### src/rtl/mem_req_master.sv
// mem_req_master: single-outstanding request initiator between the core and the single-port memory
module mem_req_master #(
    parameter int ADDR_WIDTH = 3,
    parameter int DATA_WIDTH = 32,
    parameter int TIMEOUT    = 15
) (
    input  logic                  clk,
    input  logic                  reset,
    input  logic                  cpu_req_valid,
    output logic                  cpu_req_ready,
    input  logic                  cpu_req_we,
    input  logic [ADDR_WIDTH-1:0] cpu_req_addr,
    input  logic [DATA_WIDTH-1:0] cpu_req_wdata,
    output logic                  cpu_rsp_valid,
    output logic [DATA_WIDTH-1:0] cpu_rsp_rdata,
    output logic                  cpu_rsp_err,
    output logic [ADDR_WIDTH-1:0] mem_addr,
    output logic                  mem_req_valid,
    output logic                  mem_we,
    output logic [DATA_WIDTH-1:0] mem_wdata,
    output logic                  mem_wdata_oe,
    input  logic [DATA_WIDTH-1:0] mem_rdata,
    input  logic                  mem_data_valid,
    output logic                  busy
);
    localparam int CW = $clog2(TIMEOUT + 1);
    localparam logic [1:0] IDLE  = 2'd0;
    localparam logic [1:0] ISSUE = 2'd1;
    localparam logic [1:0] WAIT  = 2'd2;
    localparam logic [1:0] RESP  = 2'd3;

    logic [1:0]            state;
    logic [CW-1:0]         cnt;
    logic                  we_q;
    logic [ADDR_WIDTH-1:0] addr_q;
    logic [DATA_WIDTH-1:0] wdata_q;
    logic [DATA_WIDTH-1:0] rdata_q;
    logic                  err_q;
    logic                  active;

    // Sequence one request through issue, wait-for-completion (with timeout) and response
    always_ff @(posedge clk) begin
        if (reset) begin
            state   <= IDLE;
            cnt     <= '0;
            we_q    <= 1'b0;
            addr_q  <= '0;
            wdata_q <= '0;
            rdata_q <= '0;
            err_q   <= 1'b0;
        end else begin
            case (state)
                IDLE: begin
                    if (cpu_req_valid) begin
                        state   <= ISSUE;
                        we_q    <= cpu_req_we;
                        addr_q  <= cpu_req_addr;
                        wdata_q <= cpu_req_wdata;
                    end
                end
                ISSUE: begin
                    state <= WAIT;
                    cnt   <= '0;
                end
                WAIT: begin
                    if (mem_data_valid) begin
                        state   <= RESP;
                        rdata_q <= we_q ? '0 : mem_rdata;
                        err_q   <= 1'b0;
                    end else begin
                        cnt <= cnt + 1'b1;
                        if (cnt == CW'(TIMEOUT - 1)) begin
                            state   <= RESP;
                            rdata_q <= '0;
                            err_q   <= 1'b1;
                        end
                    end
                end
                default: state <= IDLE;
            endcase
        end
    end

    // Outputs decode from state and latched request only, so cpu_* never reaches mem_* combinationally
    assign active        = (state == ISSUE) || (state == WAIT);
    assign cpu_req_ready = state == IDLE;
    assign busy          = state != IDLE;
    assign mem_req_valid = state == ISSUE;
    assign mem_addr      = active ? addr_q : '0;
    assign mem_we        = active & we_q;
    assign mem_wdata_oe  = (state == ISSUE) & we_q;
    assign mem_wdata     = mem_wdata_oe ? wdata_q : '0;
    assign cpu_rsp_valid = state == RESP;
    assign cpu_rsp_rdata = cpu_rsp_valid ? rdata_q : '0;
    assign cpu_rsp_err   = cpu_rsp_valid & err_q;
endmodule

### config.mk
export PLATFORM = sky130hd
export DESIGN_NAME = mem_req_master
export DESIGN_NICKNAME = d
export VERILOG_FILES = /design/src/rtl/mem_req_master.sv
export SDC_FILE = /design/constraint.sdc
export NUM_CORES = 1
export LEC_CHECK = 0
export ABC_AREA = 1
export BUFFER_PORTS_ARGS = -buffer_cell sky130_fd_sc_hd__buf_4
export CORE_ASPECT_RATIO = 1.75
export CORE_MARGIN = 1
export CORE_UTILIZATION = 35
export CTS_CLUSTER_SIZE = 10
export DETAILED_ROUTE_END_ITERATION = 8
export GPL_TIMING_DRIVEN = 0
export PLACE_DENSITY = 0.59
export SLEW_MARGIN = 0
export SYNTH_ARGS = -nofsm -noshare
export SYNTH_HDL_FRONTEND = slang
export SYNTH_SLANG_ARGS = --single-unit
export TNS_END_PERCENT = 10
### constraint.sdc
create_clock -name clk -period 2.5 [get_ports clk]
set_clock_uncertainty 0.2 [all_clocks]
set_input_delay 0.125 -clock clk [delete_from_list [all_inputs] [get_ports clk]]
set_output_delay 0.125 -clock clk [all_outputs]
set_load 0.01 [all_outputs]
==> implementation parameters, run 1 <==
Parameter                              Value

Status
  Status    finished clean

Logic synthesis
  Seq cells post-synth    75
  Area fraction in and, or, nand and nor cells after synthesis    0.266
  Ys Warns    0
  Area of the mapped netlist    3560 sq um
  Synth Area in Compound Gates    0.154
  Syn Inst Count    544
  Post-synthesis cell type count    20
  Mean instance size in the synthesized netlist    6.55 sq um
  Total nets after synthesis    622
  Sequential area share after synthesis    0.421
  Portion of netlist area occupied by mux cells    0
  Post-synthesis share of cell area spent on xor and xnor gates    0
  Share of synthesized cell area in full adder, half adder and majority cells    0.0211
  Largest family of logic cells by synthesized area    simple AND/OR/NAND/NOR gates

Placed design
  Weighted congestion at the end of routability-driven global placement    0.742
  Number of buffers inserted by port buffering    145
  # placed instances    814
  Detailed-placement wirelength estimate    7640 um

Timing
  Unrepaired setup endpoints after global routing    no
  Sum Neg Setup Slack    0 ps
  Slew at the pin closest to its max-slew limit    470 ps
  Final number of setup-violating endpoints    0
  Final Critical Period    2290 ps
  Slew HR    0.687
  Maximum frequency from static timing analysis    0.437 GHz
  Number of endpoints with negative hold slack in the final report    0
  Fin. max-slew vios    0
  Share of the clock period used by the worst path after layout    0.914

Route
  Post-detailed-route wirelength per cell    11.9 um
  Residual DRC count    0
  Post-detailed-route count of antenna-violating nets    0
  Met3 wire length    698 um
  Initial detailed-routing violation count    153
  Via count    4133
  Sum of routed wire length over all layers    10700 um
  Vias per cell    4.59
  Met1 wire length    4190 um
  First-pass iteration count of the detailed router    5
  Uppermost layer routed    met4
  Amount of wire on met2 after detailed routing    5650 um

Clock tree
  TritonCTS clock tree    built
  Num Clock Sinks    75
  Clock Latency Late Sink    340 ps
  Post-CTS Setup Inserts    0
  CTS clock-pin slew for the worst setup and hold paths    60 ps
  CTS H-tree lvls    3
  Cell at the root of the clock tree    clkbuf_16
  Total CTS buffers    9
  Maximum clock path buffer count    2

Global route
  Maximum number of pins on one net before global-route repair    13
  Gr ovfl total    0
  Global Route Usage Sum    0.204
  Vias in the first global route    3952
  Antenna violations before repair    0
  Wire length of the first global-routing pass    17200 um

Setup path
  Startpoint type of the worst setup path    flop
  Data required, critical path    2170 ps
  Launching point of the worst reg2reg path    state[0]
  Arrival @ worst endpoint    1960 ps
  Logic depth of the worst register-to-register path    7
  Critical R2R Capture    err_q
  Start-to-end type of the worst setup path    reg2out
  Critical Path End Type    output pin
  Flop-to-flop setup slack    310 ps
  Critical path fanouts, max    10

Die
  Width of the die    78.3 um
  Boundary pin count    146
  Effective utilization at floorplan    0.360
  Chip Height    136 um
  Std-Cell Rows    48
  Core area    9910 sq um
  Die Footprint    10600 sq um

Layout
  Synthesis-to-finish area growth    63.7%
  Fraction of final layout cells with drive strength greater than 1    0.235
  Number of cells in the finished layout apart from fillers    900
  Most common library cell in the layout ignoring fill and taps    buf_4
  Utilization after layout    0.589
  Leading cell types in the layout, fill and taps excluded    buf_4 (152), nand2_1 (113), inv_1 (78)
  Number of nets in the final layout    849
  Number of diodes    0

Power
  Total power per unit cell area    760 nW/um^2
  Leakage    2.93 nW
  Maximum vdd ir drop    0.518 mV

Min path
  Worst Hold Depth    4
  Endpoint, Worst Hold    state[1]
  Startpoint of the worst hold path    cpu_req_valid
  Hold Crit Class    in2reg

Job
  Count of maximum capacitance violations    0
report_power, final:
part | leakage, nW | internal, mW | switching (mW)
registers | 0.615 | 1.50 | 0.124
logic | 2.16 | 0.597 | 0.827
clock network | 0.154 | 0.891 | 0.498
total | 2.93 | 2.98 | 1.45
state kept, by name, indices dropped and copies added (netlist names):
| signal | cells |
|---|---|
| rdata_q | 32 |
| wdata_q | 32 |
| cnt | 4 |
| addr_q | 3 |
| state | 2 |
| err_q | 1 |
| we_q | 1 |
per-stage QoR:
stage	setup slack (ps)	area, sq um	hold slack, ps	power, mW
floorplan	940	3560	-5.93	2.51
global placement	574	4810	111	2.95
detailed placement	548	4810	111	2.98
CTS	176	5840	2.74	4.47
global route	23.9	5840	41.5	4.72
finish	214	5840	13.7	4.43
worst max-delay path: stages, from the launching register on:
cell	delay (ps)
dfxtp_1	380
ha_1	200
clkbuf_1	290
clkbuf_1	420
nand2_1	140
inv_1	70
buf_4	110
layout make-up:
class / count / area [sq um]
inverters: 80 / 300
flip-flops and latches: 75 / 1500
clock buffers: 10 / 239
fillers: 966 / 4070
repair buffers: 216 / 1800
well taps: 125 / 156
plain buffers: 39 / 190
clock inverters: 5 / 77.6
multi-input cells: 350 / 1570
what timing repair did:
| item | 4_1_cts | 5_1_grt |
|---|---|---|
| endpoints found under the hold margin | 72 | 0 |
| resized for setup | 0 | 0 |
| hold buffers | 71 | 0 |
layer usage:
| metal | global-route usage | vias to the layer above |
|---|---|---|
| met5 | 0 | - |
| met2 | 0.392 | 146 |
| met4 | 0.0751 | 0 |
| met1 | 0.205 | 1838 |
| li1 | - | 2134 |
| met3 | 0.0552 | 15 |
cells by family after synthesis:
logic type / after synthesis
AND/OR/NAND/NOR: 235
flip-flops: 75
buffers and inverters: 119
adder cells (fa/ha/maj): 6
AO/OA/AOI/OAI: 109
Yosys cell counts:
library cell / number / area, sq um
a21oi_1: 71 / 355
buf_1: 5 / 18.8
buf_2: 8 / 40.0
buf_4: 7 / 52.6
buf_6: 1 / 11.3
clkbuf_1: 18 / 67.6
dfxtp_1: 75 / 1500
ha_1: 6 / 75.1
inv_1: 78 / 293
inv_2: 2 / 7.51
nand2_1: 113 / 424
nand2_2: 1 / 6.26
nand3_1: 40 / 200
nor2_1: 77 / 289
nor2_2: 1 / 6.26
nor2_4: 1 / 11.3
o21ai_0: 37 / 185
o21bai_1: 1 / 7.51
or2_0: 1 / 6.26
or2_2: 1 / 6.26
worst max-delay path by stage:
stage                         from               end  depth (start not counted)  slack, ps
after detailed placement  state[0]  cpu_rsp_rdata[5]                          6        550
after global routing      state[0]  cpu_rsp_rdata[5]                          6         20
after global placement    state[0]  cpu_rsp_rdata[5]                          6        570
final                     state[0]  cpu_rsp_rdata[5]                          6        210
after floorplan           state[0]        wdata_q[0]                          6        940
after CTS                 state[0]  cpu_rsp_rdata[5]                          6        180
No activity file was read; power rests on OpenSTA's default activity.
==> run 2, diff against run 1 <==
--- a/config.mk
+++ b/config.mk
@@ -6,11 +6,11 @@
 export NUM_CORES = 1
 export LEC_CHECK = 0
 export ABC_AREA = 1
-export BUFFER_PORTS_ARGS = -buffer_cell sky130_fd_sc_hd__buf_4
+export BUFFER_PORTS_ARGS = -buffer_cell sky130_fd_sc_hd__buf_2
 export CORE_ASPECT_RATIO = 1.75
 export CORE_MARGIN = 1
 export CORE_UTILIZATION = 35
-export CTS_CLUSTER_SIZE = 10
+export CTS_CLUSTER_SIZE = 14
 export DETAILED_ROUTE_END_ITERATION = 8
 export GPL_TIMING_DRIVEN = 0
 export PLACE_DENSITY = 0.59
==> run 2 against run 1 <==
Compared with the run above: first-iteration DRC count down 9.2%; global-route usage about the same; sequential share of layout area up 1.7 points; utilization down 3.7 points; combinational power down 6%.
==> implementation parameters, run 2 (synthesized netlist as in run 1, its figures left out) <==
Parameter                              Value

Status
  Status    finished clean

Timing
  Unrepaired setup endpoints after global routing    no
  Sum Neg Setup Slack    0 ps
  Number of endpoints with negative hold slack in the final report    0
  Final Critical Period    2230 ps
  Slew at the pin closest to its max-slew limit    467 ps
  Final number of setup-violating endpoints    0
  Fin. max-slew vios    0
  Maximum frequency from static timing analysis    0.448 GHz
  Share of the clock period used by the worst path after layout    0.893
  Slew HR    0.689

Die
  Die Footprint    10600 sq um
  Std-Cell Rows    48
  Effective utilization at floorplan    0.360
  Chip Height    136 um
  Boundary pin count    146
  Width of the die    78.3 um
  Core area    9910 sq um

Route
  First-pass iteration count of the detailed router    4
  Vias per cell    4.49
  Post-detailed-route count of antenna-violating nets    0
  Via count    4045
  Uppermost layer routed    met4
  Amount of wire on met2 after detailed routing    5410 um
  Sum of routed wire length over all layers    10500 um
  Initial detailed-routing violation count    139
  Met3 wire length    523 um
  Met1 wire length    4310 um
  Post-detailed-route wirelength per cell    11.6 um
  Residual DRC count    0

Global route
  Antenna violations before repair    0
  Wire length of the first global-routing pass    17100 um
  Vias in the first global route    3941
  Global Route Usage Sum    0.204
  Maximum number of pins on one net before global-route repair    14
  Gr ovfl total    0

Clock tree
  Clock Latency Late Sink    330 ps
  CTS clock-pin slew for the worst setup and hold paths    60 ps
  Maximum clock path buffer count    2
  Num Clock Sinks    75
  Total CTS buffers    9
  CTS H-tree lvls    3
  Cell at the root of the clock tree    clkbuf_16
  TritonCTS clock tree    built

Layout
  Leading cell types in the layout, fill and taps excluded    buf_2 (153), nand2_1 (113), inv_1 (78)
  Fraction of final layout cells with drive strength greater than 1    0.235
  Synthesis-to-finish area growth    53.4%
  Most common library cell in the layout ignoring fill and taps    buf_2
  Registers with the highest flip-flop counts    rdata_q: 32 flops, wdata_q: 32 flops, cnt: 4 flops
  Number of diodes    0
  Number of nets in the final layout    848
  Area of all placed cells without fillers    5470 sq um

Setup path
  Startpoint type of the worst setup path    flop
  Start-to-end type of the worst setup path    reg2out
  Data required, critical path    2170 ps
  Critical Path End Type    output pin
  Critical path fanouts, max    10
  Arrival @ worst endpoint    1910 ps
  Flop-to-flop setup slack    590 ps

Placed design
  Number of buffers inserted by port buffering    145
  Post-placement cell area    4450 sq um
  Detailed-placement wirelength estimate    7510 um
  Weighted congestion at the end of routability-driven global placement    0.797

Power
  Total power per unit cell area    796 nW/um^2
  Maximum vdd ir drop    0.552 mV
  Leakage    2.87 nW
  Internal portion of total power    2.90 mW
  Register share of total power    0.374
  Power spent charging and discharging nets    1.45 mW
  Switching share of power    0.334
  Comb power frac    0.308
  Post-route total power    4.35 mW
  Clock Power Share    0.318

Job
  Count of maximum capacitance violations    0

Min path
  Hold Crit Class    in2reg
[run 2: power groups by stage]
stage / sequential (mW) / combinational [mW] / clock, mW
after floorplan: 1.61 / 0.900 / 0
after global placement: 1.64 / 1.23 / 0
final: 1.63 / 1.34 / 1.38
after global routing: 1.66 / 1.53 / 1.46
after detailed placement: 1.65 / 1.26 / 0
after CTS: 1.63 / 1.35 / 1.42
[run 2: final timing paths]
kind,to,startpoint,cells after the start
max,cpu_rsp_rdata[5],state[0],6
min reg2reg,wdata_q[10],wdata_q[10],2
min,state[1],cpu_req_valid,4
max reg2reg,wdata_q[15],state[0],6
[run 2: cell type report]
class / count / area (sq um)
flip-flops and latches: 75 / 1500
clock buffers: 10 / 229
inverters: 80 / 300
fillers: 1003 / 4440
well taps: 125 / 156
clock inverters: 6 / 90.1
multi-input cells: 350 / 1570
plain buffers: 39 / 190
repair buffers: 215 / 1430
[run 2: metal layers]
layer  vias up  track usage
met5         -            0
met4         0       0.0885
met3        24       0.0397
met2       138        0.388
met1      1746        0.213
li1       2137            -
[run 2: repair_timing]
| action | CTS | global route |
|---|---|---|
| endpoints found under the hold margin | 72 | 0 |
| hold buffers | 70 | 0 |
| gates resized for setup | 0 | 0 |
| buffers inserted | 0 | 0 |
[run 2: metrics by stage]
step | std cells | setup slack (ps) | util | hold WS [ps]
floorplan | 544 | 940 | - | -5.93
global placement | 814 | 580 | 0.449 | 129
detailed placement | 814 | 581 | 0.449 | 129
CTS | 900 | 194 | 0.552 | 7.60
global route | 900 | 12.6 | 0.552 | 86.4
finish | 900 | 268 | 0.552 | 25.1
[run 2: critical path, cell delays in order (launching register included)]
cell and delay (ps):
dfxtp_1 400, ha_1 190, clkbuf_1 270, clkbuf_1 400, nand2_1 130, inv_1 60
buf_2 120
==> run 3, diff against run 2 <==
==> constraint.sdc (replaced) <==
create_clock -name clk -period 2.5 [get_ports clk]
set_clock_uncertainty 0.2 [all_clocks]
set_input_delay 0.375 -clock clk [delete_from_list [all_inputs] [get_ports clk]]
set_output_delay 0.375 -clock clk [all_outputs]
set_load 0.01 [all_outputs]
==> run 3 against run 2 <==
Compared with the run above: utilization down 7.0 points; sequential power about the same; non-clock buffer count down 70; first-iteration DRC count down 24%; critical endpoint is now cpu_rsp_rdata[12]; largest cell class is now multi-input gates.
==> implementation parameters, run 3 (synthesized netlist as in run 1, its figures left out) <==
Parameter                              Value

Timing
  Slew HR    0.698
  Slew at the pin closest to its max-slew limit    453 ps
  Number of endpoints with negative hold slack in the final report    0
  Final number of setup-violating endpoints    0
  Maximum frequency from static timing analysis    0.432 GHz
  Fin. max-slew vios    0
  Hold_ws    37.3 ps
  Final Critical Period    2320 ps
  Share of the clock period used by the worst path after layout    0.927

Route
  Sum of routed wire length over all layers    9560 um
  Vias per cell    4.54
  First-pass iteration count of the detailed router    4
  Residual DRC count    0
  Post-detailed-route wirelength per cell    11.5 um
  Post-detailed-route count of antenna-violating nets    0
  Via count    3767
  Initial detailed-routing violation count    105

Min path
  Startpoint of the worst hold path    reset
  Endpoint, Worst Hold    err_q
  Hold Crit Class    in2reg
  Worst Hold Depth    2

Clock tree
  Maximum clock path buffer count    2
  Total CTS buffers    9
  Post-CTS Setup Inserts    0
  Clock Latency Late Sink    330 ps
  Num Clock Sinks    75
  Cell at the root of the clock tree    clkbuf_16
  TritonCTS clock tree    built
  CTS clock-pin slew for the worst setup and hold paths    60 ps
  CTS H-tree lvls    3
  Cts-stage hold buffer count    0

Global route
  Global Route Usage Sum    0.187
  Vias in the first global route    3570
  Global-route track usage on met3    0.0384
  Maximum number of pins on one net before global-route repair    14
  Met2 GRT Util    0.347
  Gr ovfl total    0
  Wire length of the first global-routing pass    15700 um
  Met1 capacity usage during global routing    0.204
  Most used routing layer    met2
  Antenna violations before repair    0

Status
  Status    finished clean

Power
  Switching share of power    0.335
  Maximum vdd ir drop    0.545 mV
  Comb power frac    0.293
  Leakage    2.59 nW
  Post-route total power    4.26 mW
  Internal portion of total power    2.83 mW
  Total power per unit cell area    891 nW/um^2
  Clock Power Share    0.326
  Register share of total power    0.381
  Power spent charging and discharging nets    1.43 mW

Layout
  Leading cell types in the layout, fill and taps excluded    buf_2 (153), nand2_1 (113), inv_1 (78)
  Count of fill cells added during filler insertion    1091
  Number of diodes    0
  Registers with the highest flip-flop counts    rdata_q: 32 flops, wdata_q: 32 flops, cnt: 4 flops
  Multi-input gate area    1570 sq um
  Fraction of final layout cells with drive strength greater than 1    0.267
  Most common library cell in the layout ignoring fill and taps    buf_2
  Sequential cell area    1500 sq um
  Utilization after layout    0.482
  Synthesis-to-finish area growth    34.0%
  Number of nets in the final layout    778

Setup path
  Startpoint type of the worst setup path    flop
  Logic depth of the worst register-to-register path    6
  Flop-to-flop setup slack    660 ps
  Critical Path End Type    output pin
  Launching point of the worst reg2reg path    state[0]
  Start-to-end type of the worst setup path    reg2out
  Critical path fanouts, max    10
  Data required, critical path    1920 ps
  Critical R2R Capture    wdata_q[29]
  Arrival @ worst endpoint    1740 ps

Die
  Boundary pin count    146
  Die Footprint    10600 sq um
  Chip Height    136 um
  Std-Cell Rows    48
  Core area    9910 sq um
  Effective utilization at floorplan    0.360
  Width of the die    78.3 um

Placed design
  Detailed-placement wirelength estimate    7510 um
  Number of buffers inserted by port buffering    145
  Weighted congestion at the end of routability-driven global placement    0.797

Job
  Count of maximum capacitance violations    0
run 3: timing repair:
action | in CTS | in global routing
resized for setup | 3 | 9
setup endpoints to repair | 14 | 40
gates cloned | 0 | 0
run 3: worst max-delay path: stages, from the launching register on:
cell and delay, ps:
dfxtp_1 390, ha_1 190, buf_1 270, clkbuf_2 300
nand2_1 90, inv_1 50, buf_2 110
run 3: power groups by stage:
stage	combinational, mW	clock (mW)	sequential (mW)
detailed placement	1.26	0	1.65
finish	1.25	1.39	1.62
CTS	1.27	1.42	1.63
global route	1.44	1.47	1.66
floorplan	0.900	0	1.61
global placement	1.23	0	1.64
run 3: cell type report:
cell class / count / area share
buffer: 39 / 0.0419
clock buffer: 10 / 0.0479
clock inverter: 6 / 0.0189
inverter: 80 / 0.0629
multi-input combinational: 350 / 0.329
sequential: 75 / 0.314
tap: 125 / 0.0327
timing repair buffer: 145 / 0.152
run 3: worst max path at each step:
stage	from	slack, ps	depth (start not counted)	end
2_1_floorplan	state[0]	700	5	cpu_rsp_rdata[10]
3_3_place_gp	state[0]	330	6	cpu_rsp_rdata[5]
3_5_place_dp	state[0]	330	6	cpu_rsp_rdata[7]
4_1_cts	state[0]	30	6	cpu_rsp_rdata[28]
5_1_grt	state[0]	-10	6	cpu_rsp_rdata[17]
6_report	state[0]	180	6	cpu_rsp_rdata[12]
run 3: metal layers:
| metal | part of all wire | up-vias |
|---|---|---|
| met1 | 0.42 | 1619 |
| met5 | 0 | - |
| met3 | 0.055 | 17 |
| li1 | - | 1995 |
| met4 | 0.019 | 0 |
| met2 | 0.51 | 136 |
run 3: through the flow:
step	setup TNS, ps	cell area (sq um)	instances	worst slack, ps
floorplan	0	3560	544	698
global placement	0	4450	814	330
detailed placement	0	4450	814	331
CTS	0	4770	830	29.1
global route	-14.7	4780	830	-10.3
finish	0	4780	830	183
